[config.mk]
export PLATFORM = sky130hd
export DESIGN_NAME = enemy_pool
export DESIGN_NICKNAME = d
export VERILOG_FILES = /design/src/rtl/enemy_pool.sv
export SDC_FILE = /design/constraint.sdc
export NUM_CORES = 2
export LEC_CHECK = 0
export ABC_CLOCK_PERIOD_IN_PS = 10710
export CORE_UTILIZATION = 40
export DETAILED_ROUTE_END_ITERATION = 12
export HOLD_SLACK_MARGIN = 0.03
export PLACE_DENSITY = 0.52
export SYNTH_ARGS = -nofsm -noshare
export SYNTH_HDL_FRONTEND = slang
export SYNTH_SLANG_ARGS = --single-unit
[constraint.sdc]
create_clock -name clk_vga -period 10.71 [get_ports clk_vga]
set_input_delay 2.142 -clock clk_vga [delete_from_list [all_inputs] [get_ports clk_vga]]
set_output_delay 2.142 -clock clk_vga [all_outputs]
set_load 0.02 [all_outputs]
[src/rtl/enemy_pool.sv]
// enemy_pool: parametrised enemy-slot manager on the VGA clock.
//   Spawn requests take the lowest free slot (req/ack handshake). Every frame
//   tick each live enemy moves down by its own speed. Hits free a slot (or
//   decrement its hp), and destroyed slots are reported one per cycle. A
//   per-pixel lookup returns the owning slot and the sprite texel address.
//
// Build option: define ENEMY_POOL_HP_EN to store per-slot hit points and
//   honour spawn_hp_i. Without it, any hit on a live slot destroys it.
//
// Ports:
//   clk_vga, rst            clock, synchronous active-high reset
//   en_i                    0 freezes movement and spawning
//   v_sync_i                VGA vertical sync (low during sync)
//   spawn_req_i/x/spd/hp    spawn request and its parameters
//   spawn_ack_o/idx_o       one-cycle accept pulse and allocated slot
//   hit_i                   per-slot hit pulses
//   destroyed_o/idx_o       one destroyed slot per pulse
//   escaped_o               pulse when enemies leave the bottom edge
//   req_x/y_addr_i          pixel being drawn
//   enemy_vali_o, curr_enemy_idx_o, bram_addr_o   registered lookup result
//   active_cnt_o, full_o    registered live-slot count and full flag
module enemy_pool #(
    parameter int N_SLOT = 16,
    parameter int IDX_W  = 4,
    parameter int X_SIZE = 64,
    parameter int Y_SIZE = 64,
    parameter int H_DISP = 640,
    parameter int V_DISP = 480,
    parameter int POS_W  = 10,
    parameter int SPD_W  = 3,
    parameter int HP_W   = 3,
    parameter int ADDR_W = 12
) (
    input  logic              clk_vga,
    input  logic              rst,
    input  logic              en_i,
    input  logic              v_sync_i,
    input  logic              spawn_req_i,
    input  logic [POS_W-1:0]  spawn_x_i,
    input  logic [SPD_W-1:0]  spawn_spd_i,
    input  logic [HP_W-1:0]   spawn_hp_i,
    output logic              spawn_ack_o,
    output logic [IDX_W-1:0]  spawn_idx_o,
    input  logic [N_SLOT-1:0] hit_i,
    output logic              destroyed_o,
    output logic [IDX_W-1:0]  destroyed_idx_o,
    output logic              escaped_o,
    input  logic [POS_W-1:0]  req_x_addr_i,
    input  logic [POS_W-1:0]  req_y_addr_i,
    output logic              enemy_vali_o,
    output logic [IDX_W-1:0]  curr_enemy_idx_o,
    output logic [ADDR_W-1:0] bram_addr_o,
    output logic [IDX_W:0]    active_cnt_o,
    output logic              full_o
);

    localparam logic [POS_W:0] XS_W  = (POS_W+1)'(X_SIZE);
    localparam logic [POS_W:0] YS_W  = (POS_W+1)'(Y_SIZE);
    localparam logic [POS_W:0] Y_LIM = (POS_W+1)'(V_DISP + Y_SIZE);

    logic [N_SLOT-1:0] live, dlive, pend;
    logic [POS_W-1:0]  x_r  [N_SLOT];
    logic [POS_W-1:0]  fy_r [N_SLOT];
    logic [POS_W-1:0]  dy_r [N_SLOT];
    logic [SPD_W-1:0]  spd_r[N_SLOT];
`ifdef ENEMY_POOL_HP_EN
    logic [HP_W-1:0]   hp_r [N_SLOT];
`endif
    logic              vs_q;
    logic              move_en;
    logic              spawn_found, grant;
    logic [IDX_W-1:0]  spawn_sel;
    logic [N_SLOT-1:0] kill, esc, drain_src, drain_oh;
    logic [IDX_W-1:0]  drain_idx;
    logic [POS_W:0]    nfy [N_SLOT];
    logic [IDX_W:0]    cnt;
    logic              pix_hit;
    logic [IDX_W-1:0]  pix_idx;
    logic [ADDR_W-1:0] pix_addr;
    logic [POS_W:0]    rx, ry;
    logic              unused_cfg;

`ifdef ENEMY_POOL_HP_EN
    assign unused_cfg = (H_DISP > 0);
`else
    assign unused_cfg = (H_DISP > 0) ^ (^spawn_hp_i);
`endif

    // Frame tick: falling edge of v_sync_i seen against its registered copy.
    assign move_en = vs_q && !v_sync_i && en_i;

    // Allocation uses the registered live vector, so a slot freed this cycle
    // only becomes allocatable next cycle.
    always_comb begin
        spawn_found = 1'b0;
        spawn_sel   = '0;
        for (int i = N_SLOT - 1; i >= 0; i--) begin
            if (!live[i]) begin
                spawn_found = 1'b1;
                spawn_sel   = IDX_W'(i);
            end
        end
    end

    assign grant = spawn_req_i && en_i && spawn_found;

    // A slot being spawned is not live yet, so hits on it drop out here.
    // Killed slots are excluded from movement, so a hit beats an escape.
    always_comb begin
        kill = '0;
        esc  = '0;
        for (int i = 0; i < N_SLOT; i++) begin
`ifdef ENEMY_POOL_HP_EN
            kill[i] = hit_i[i] && live[i] && (hp_r[i] <= HP_W'(1));
`else
            kill[i] = hit_i[i] && live[i];
`endif
            nfy[i] = {1'b0, fy_r[i]} + (POS_W+1)'(spd_r[i]);
            esc[i] = move_en && live[i] && !kill[i] && (nfy[i] >= Y_LIM);
        end
    end

    // Kills feed the drain directly so the earliest report is one cycle later.
    always_comb begin
        drain_src = pend | kill;
        drain_oh  = '0;
        drain_idx = '0;
        for (int i = N_SLOT - 1; i >= 0; i--) begin
            if (drain_src[i]) begin
                drain_oh  = N_SLOT'(1) << i;
                drain_idx = IDX_W'(i);
            end
        end
    end

    always_comb begin
        cnt = '0;
        for (int i = 0; i < N_SLOT; i++) begin
            cnt = cnt + {{IDX_W{1'b0}}, live[i]};
        end
    end

    // Vertical test works in fixed_y space (req_y + Y_SIZE) so sprites that
    // are partly above the screen still match with no negative arithmetic.
    always_comb begin
        pix_hit  = 1'b0;
        pix_idx  = '0;
        pix_addr = '0;
        rx = {1'b0, req_x_addr_i};
        ry = {1'b0, req_y_addr_i} + YS_W;
        for (int i = N_SLOT - 1; i >= 0; i--) begin
            if (dlive[i] && ({1'b0, x_r[i]} <= rx) && (rx < {1'b0, x_r[i]} + XS_W)
                && ({1'b0, dy_r[i]} <= ry) && (ry < {1'b0, dy_r[i]} + YS_W)) begin
                pix_hit  = 1'b1;
                pix_idx  = IDX_W'(i);
                pix_addr = ADDR_W'(32'(ry - {1'b0, dy_r[i]}) * 32'(X_SIZE)
                                   + 32'(rx - {1'b0, x_r[i]}));
            end
        end
    end

    always_ff @(posedge clk_vga) begin
        if (rst) begin
            live <= '0; dlive <= '0; pend <= '0; vs_q <= 1'b0;
            for (int i = 0; i < N_SLOT; i++) begin
                x_r[i] <= '0; fy_r[i] <= '0; dy_r[i] <= '0; spd_r[i] <= '0;
`ifdef ENEMY_POOL_HP_EN
                hp_r[i] <= '0;
`endif
            end
            spawn_ack_o <= 1'b0; spawn_idx_o <= '0;
            destroyed_o <= 1'b0; destroyed_idx_o <= '0; escaped_o <= 1'b0;
            enemy_vali_o <= 1'b0; curr_enemy_idx_o <= '0; bram_addr_o <= '0;
            active_cnt_o <= '0; full_o <= 1'b0;
        end else begin
            vs_q <= v_sync_i;
            for (int i = 0; i < N_SLOT; i++) begin
                if (kill[i] || esc[i]) begin
                    live[i] <= 1'b0;
                end else if (live[i] && move_en) begin
                    fy_r[i] <= nfy[i][POS_W-1:0];
                end
`ifdef ENEMY_POOL_HP_EN
                if (hit_i[i] && live[i] && !kill[i]) begin
                    hp_r[i] <= hp_r[i] - HP_W'(1);
                end
`endif
                if (grant && (spawn_sel == IDX_W'(i))) begin
                    live[i]  <= 1'b1;
                    x_r[i]   <= spawn_x_i;
                    fy_r[i]  <= '0;
                    spd_r[i] <= (spawn_spd_i == '0) ? SPD_W'(1) : spawn_spd_i;
`ifdef ENEMY_POOL_HP_EN
                    hp_r[i]  <= (spawn_hp_i == '0) ? HP_W'(1) : spawn_hp_i;
`endif
                end
            end
            // Display copies only follow while v_sync_i is low, so nothing
            // tears during the visible part of the frame.
            if (!v_sync_i) begin
                dlive <= live;
                for (int i = 0; i < N_SLOT; i++) begin
                    dy_r[i] <= fy_r[i];
                end
            end
            spawn_ack_o <= grant;
            if (grant) spawn_idx_o <= spawn_sel;
            pend        <= drain_src & ~drain_oh;
            destroyed_o <= |drain_src;
            if (|drain_src) destroyed_idx_o <= drain_idx;
            escaped_o        <= |esc;
            enemy_vali_o     <= pix_hit;
            curr_enemy_idx_o <= pix_idx;
            bram_addr_o      <= pix_addr;
            active_cnt_o     <= cnt;
            full_o           <= &live;
        end
    end

endmodule

**Word level (Yosys, flattened, before mapping)**

Memory sizes are Yosys's and may differ from the RTL's.
Index checks and enable logic that the tools add are counted.

- Add/sub/neg operators: 112
- Magnitude comparators: 80
- Equal/unequal tests: 15
- Mux-type cells: 341
- Bitwise operators: 83
- Reductions and logical operators: 206

Operators with widths:

| cell | number |
|---|---|
| $mux W10 | 64 |
| $add A10 B7 Y11 const B | 33 |
| $mux W16 | 16 |
| $add A12 B11 Y12 | 16 |
| $mux W12 | 16 |
| $mux W1 | 182 |
| $add A10 B3 Y11 | 16 |
| $ge A11 B10 Y1 const B | 16 |
| $le A10 B11 Y1 | 16 |
| $lt A10 B11 Y1 | 16 |
| $lt A11 B11 Y1 | 16 |
| $sub A10 B10 Y11 | 16 |
| $le A10 B10 Y1 | 16 |
| $mux W4 | 40 |
| $logic_and A1 B1 Y1 | 148 |
| $sub A6 B6 Y6 | 16 |
| $or A1 B1 Y1 | 80 |
| $mux W3 | 21 |
| $add A5 B1 Y5 | 11 |
| $eq A4 B4 Y1 const B | 8 |
| $reduce_bool A2 Y1 | 16 |
| $reduce_or A16 Y1 | 2 |
| $logic_not A1 Y1 | 17 |
| $and A16 B16 Y16 | 1 |
| other kinds (18) | 38 |

- Bits in registers: 83
- Memory bits (writable): 528
- Input port bits: 57
- Output and inout bits: 34
- Word-level logic and storage cells: 873
- Memories kept: 4

Memories:

| name | depth | bits a word | read ports | clocked after Yosys merged registers in | write ports | line | text |
|---|---|---|---|---|---|---|---|
| dy_r | 16 | 10 | 16 | 0 | 16 | 64 | `logic [POS_W-1:0] dy_r [N_SLOT];` |
| fy_r | 16 | 10 | 16 | 0 | 16 | 63 | `logic [POS_W-1:0] fy_r [N_SLOT];` |
| x_r | 16 | 10 | 16 | 0 | 16 | 62 | `logic [POS_W-1:0] x_r [N_SLOT];` |
| spd_r | 16 | 3 | 16 | 0 | 16 | 65 | `logic [SPD_W-1:0] spd_r[N_SLOT];` |

**Depth between registers and ports, before layout**

- Word-level depth: 22
- Gate-level depth with buffers: 21
- Mapped depth without buffers: 21

**Worst setup path before layout**

No wires, ideal clock.

- Path kind: input port to flip-flop
- From: in rst
- To: mem dy_r[0][0], enable pin
- Setup time: 0.513 ns
- Arrival: 5.996 ns
- Data required time: 10.197 ns
- Path slack: 4.201 ns
- Stages on the path: 5
- Path buffers: 3
- Cell sequence: clkbuf_1 > clkbuf_1 > clkbuf_8 > nor2b_1 > inv_1

RTL lines:

| element | line | text |
|---|---|---|
| start: declaration | 35 | `input logic rst,` |
| end: declaration | 64 |  |

**Worst setup path after layout**

- From: in req_y_addr_i[6]
- To: reg bram_addr_o[6]

- Longest elaborated chain between the ends: 20
- Elaborated cells on any way between the ends: 81
- Those cells by class: add/sub (1); order compare (32); mux (16); reduce/logical (32)

Ends and longest elaborated chain:

| element | line | text |
|---|---|---|
| start: declaration | 49 | `input logic [POS_W-1:0] req_y_addr_i,` |
| $add A10 B7 Y11 (*) | 150 | `ry = {1'b0, req_y_addr_i} + YS_W;` |
| $le A10 B11 Y1 | 153 | `&& ({1'b0, dy_r[i]} <= ry) && (ry < {1'b0, dy_r[i]} + YS_W)) begin` |
| $logic_and A1 B1 Y1 (2 in series) | 153 |  |
| $mux W12 (15 in series) | 152 | `if (dlive[i] && ({1'b0, x_r[i]} <= rx) && (rx < {1'b0, x_r[i]} + XS_W)` |
| $mux W12 (*) | 152 |  |
| end signal: assignment | 214 | `bram_addr_o <= pix_addr;` |
| end: declaration | 52 | `output logic [ADDR_W-1:0] bram_addr_o,` |

Every way passes the cells marked *; elsewhere a longest branch is shown, timed or not.
A chain may end at the register's enable or synchronous reset.

==> results.cfg <==
[yosys]
synth_most_common_cell = ha_1
netlist_instances = 5353
synthFlopType = edfxtp_1
synthArstFlopShare_pct = 0
ys_ff_latch = 610
yosysTopAreaCellShare_pct = 31.2
yosys.area.top_type = edfxtp_1
synthTopCellsByCount = ha_1, inv_1, edfxtp_1, nor2_1, a21oi_1
ys_types = 106
syn_nets = 6211
synthTopCellsByArea = edfxtp_1, ha_1, inv_1
ys_seq_area_share_pct = 34.4
synth_edf_count = 528
yosys_warnings = 0
syn_area_um2 = 50800
syn_avg_cell_area_um2 = 9.49

[job]
cap_viol_max_count = 0

[routing]
firstDrtPassIters = 6
via_per_inst = 5.46
antenna_left = 0
vias = 39100
wl_per_cell_um = 22.2
drtIter0Drc = 3174
wirelength_um = 159000
drc = 0

[cts]
cts_max_level = 3
cts_buffers = 74
ctsResizeCount = 0
cts_hold_buf = 0
clkSinkCount = 610
cts_setup_buffers = 0
cts_tree = done
clk_latency_ns = 0.68
clock_path_buffers = 3
clkTransAtPathRegs_ns = 0.06
root_buffer = clkbuf_16

[sta]
finClkSkew_ns = 0.0276
fin_crit_ns = 7.71
relSlewSlack_pct = 21.9
final_hold_viol_count = 0
max_freq_ghz = 0.130
tns_ns = 0
worst_pin_slew_ns = 1.17
slew_violations = 0
rsz0062_at_grt = no
period_share_pct = 72.0
setup_viol = 0
finalWorstSetupSlack_ns = 3.00

[placed_design]
gp_congestion = 0.942
hpwl_um = 124000
place_ws_ns = 2.16
dpl_cell_area_um2 = 53700
portBuffers = 87

[critical_path]
critical_path_class = in2reg
crit_chain = clkdlybuf4s50_1 -> ha_1 -> xor2_2 -> buf_4 -> inv_1 -> ha_1 -> a21o_1 -> a21oi_1 -> nand2b_1 -> o311ai_0 -> nand4_1 -> nor2_2 -> a221oi_1 -> o311ai_0 -> a211oi_1 -> o41ai_2
start_kind = input port
cp.arrival_ns = 8.30
crit_fanout = 17
r2r_slack_ns = 5.82
critPathRequiredTime_ns = 11.29
ff2ff_path_depth = 13
r2r-end = bram_addr_o[6]
worstSetupEndpointType = flip-flop
slowest_stage = o311ai_0
timing.rr.start = x_r[1][66]
cpPeakStageDelay_ns = 0.75

[floorplanning]
io_pins = 91
die_area_um2 = 128000
die_w_um = 358
start_util_pct = 40.4
die_h_um = 358
num_rows = 130
core_region_area_um2 = 126000

[global_route]
grt_overflow_total = 0
grt_pass1_wl_um = 236000
grt_util_all_layers_pct = 24.6
first_global_vias = 36800
grt_start_max_net_pins = 108
antenna_found_initial = 3

[finish]
multi_input_area_um2 = 30700
fin_area_um2 = 56100
fillers = 12200
drive_gt1_share_pct = 5.16
final_core_util_pct = 44.6
seqCellArea_um2 = 17500
syn_to_final_growth_pct = 10.4
fin_nets = 6321

[power_and_ir_drop]
power_frac_comb_pct = 28.8
p_leak_nw = 23.7
p_sw_share_pct = 32.8
power_frac_clock_pct = 33.7
p_per_area_nw_per_um2 = 135
p_sw_w = 0.00248
ir_worst_vdd_uv = 107
p_int_w = 0.00507
power_frac_seq_pct = 37.6

[run_status]
outcome = complete, no violations

[worst_hold_path]
hold_depth = 2
hold_start = destroyed_idx_o[1]
min_to = destroyed_idx_o[1]
worstHoldPathType = reg2reg
[how the worst max path moves through the flow]
stage / start / to
after floorplan: rst / dy_r[0][0]
after global placement: req_y_addr_i[6] / bram_addr_o[6]
after detailed placement: req_y_addr_i[6] / bram_addr_o[6]
after CTS: req_y_addr_i[6] / bram_addr_o[6]
after global routing: req_y_addr_i[6] / bram_addr_o[6]
final: req_y_addr_i[6] / bram_addr_o[6]
[metal layers]
layer | share of wire (%) | up-vias | global-route usage [%]
met1 | 51 | 18700 | 37.7
met3 | 4.8 | 177 | 2.63
met4 | 2.4 | 0 | 6.55
met2 | 42 | 976 | 36.2
met5 | 0 | - | 0
li1 | - | 19300 | -
[through the flow]
| step | hold WS (ns) | instances | total power (W) |
|---|---|---|---|
| 2_1_floorplan | 0.456 | 5353 | 0.00441 |
| 3_3_place_gp | 0.454 | 7037 | 0.00501 |
| 3_5_place_dp | 0.445 | 7037 | 0.00502 |
| 4_1_cts | 0.465 | 7169 | 0.00759 |
| 5_1_grt | 0.492 | 7169 | 0.00794 |
| 6_report | 0.469 | 7170 | 0.00755 |
[cell families (layout without fill, tap and decap cells)]
kind of cell	count (synthesis)	in the layout	synth area share (%)
other	0	1	0
flip-flops	610	610	34.4
buffers and inverters	672	838	5.23
AO/OA/AOI/OAI	1173	1173	15.4
multiplexers	22	22	0.436
XOR/XNOR	415	415	7.30
AND/OR/NAND/NOR	1660	1660	16.4
adder cells (fa/ha/maj)	801	801	20.8
[sequential cells by signal, summed over array words and instances (netlist names), 4 cells and up]
name              count
active_cnt_o          5
dy_r                160
dlive                16
bram_addr_o          12
spd_r                48
fy_r                160
live                 16
spawn_idx_o           4
x_r                 160
curr_enemy_idx_o      4
pend                 15
destroyed_idx_o       4
[power groups by stage]
stage / Combinational [W] / Sequential, W / Clock, W
2_1_floorplan: 0.00157 / 0.00283 / 0
3_3_place_gp: 0.00213 / 0.00288 / 0
3_5_place_dp: 0.00214 / 0.00288 / 0
4_1_cts: 0.00216 / 0.00284 / 0.00260
5_1_grt: 0.00242 / 0.00285 / 0.00267
6_report: 0.00217 / 0.00284 / 0.00254
[final cells by class]
| class | instances | area share [%] |
|---|---|---|
| tap | 1650 | 3.68 |
| multi-input combinational | 4071 | 54.7 |
| clock buffer | 95 | 3.55 |
| antenna | 1 | 0.00446 |
| sequential | 610 | 31.2 |
| inverter | 549 | 3.68 |
| clock inverter | 37 | 0.723 |
| timing repair buffer | 157 | 2.44 |
[worst max-delay path, delay by kind of cell]
kind	cells	cell delay, ns
XOR/XNOR	1	0.15
adder cells (fa/ha/maj)	2	0.80
AND/OR/NAND/NOR	3	1.10
buffers and inverters	3	1.60
AO/OA/AOI/OAI	7	2.48
[placed cells by master, fill, tap and decap left out, drive strengths merged, types with 15 or more instances in the layout]
cell           count
a21o             168
clkdlybuf4s50     80
o21bai            38
xor2             179
o31ai             21
a31oi             44
a21oi            353
or3               35
a211oi            50
o21a              44
clkbuf            95
inv              551
and2             103
clkinv            26
and3              35
buf               77
nand4             41
o31a              15
o311ai            16
o211ai            38
ha               727
o2111ai           17
fa                74
xnor2            231
nor4              20
nor2b            169
nand3b            17
a211o             16
or2               36
nor2             516
o21ai            187
nand2            250
edfxtp           528
dfxtp             82
nor3             133
nand2b            49
mux2i             21
a2111oi           20
nand3            192
Note: power is estimated with default switching activity, not from simulation.
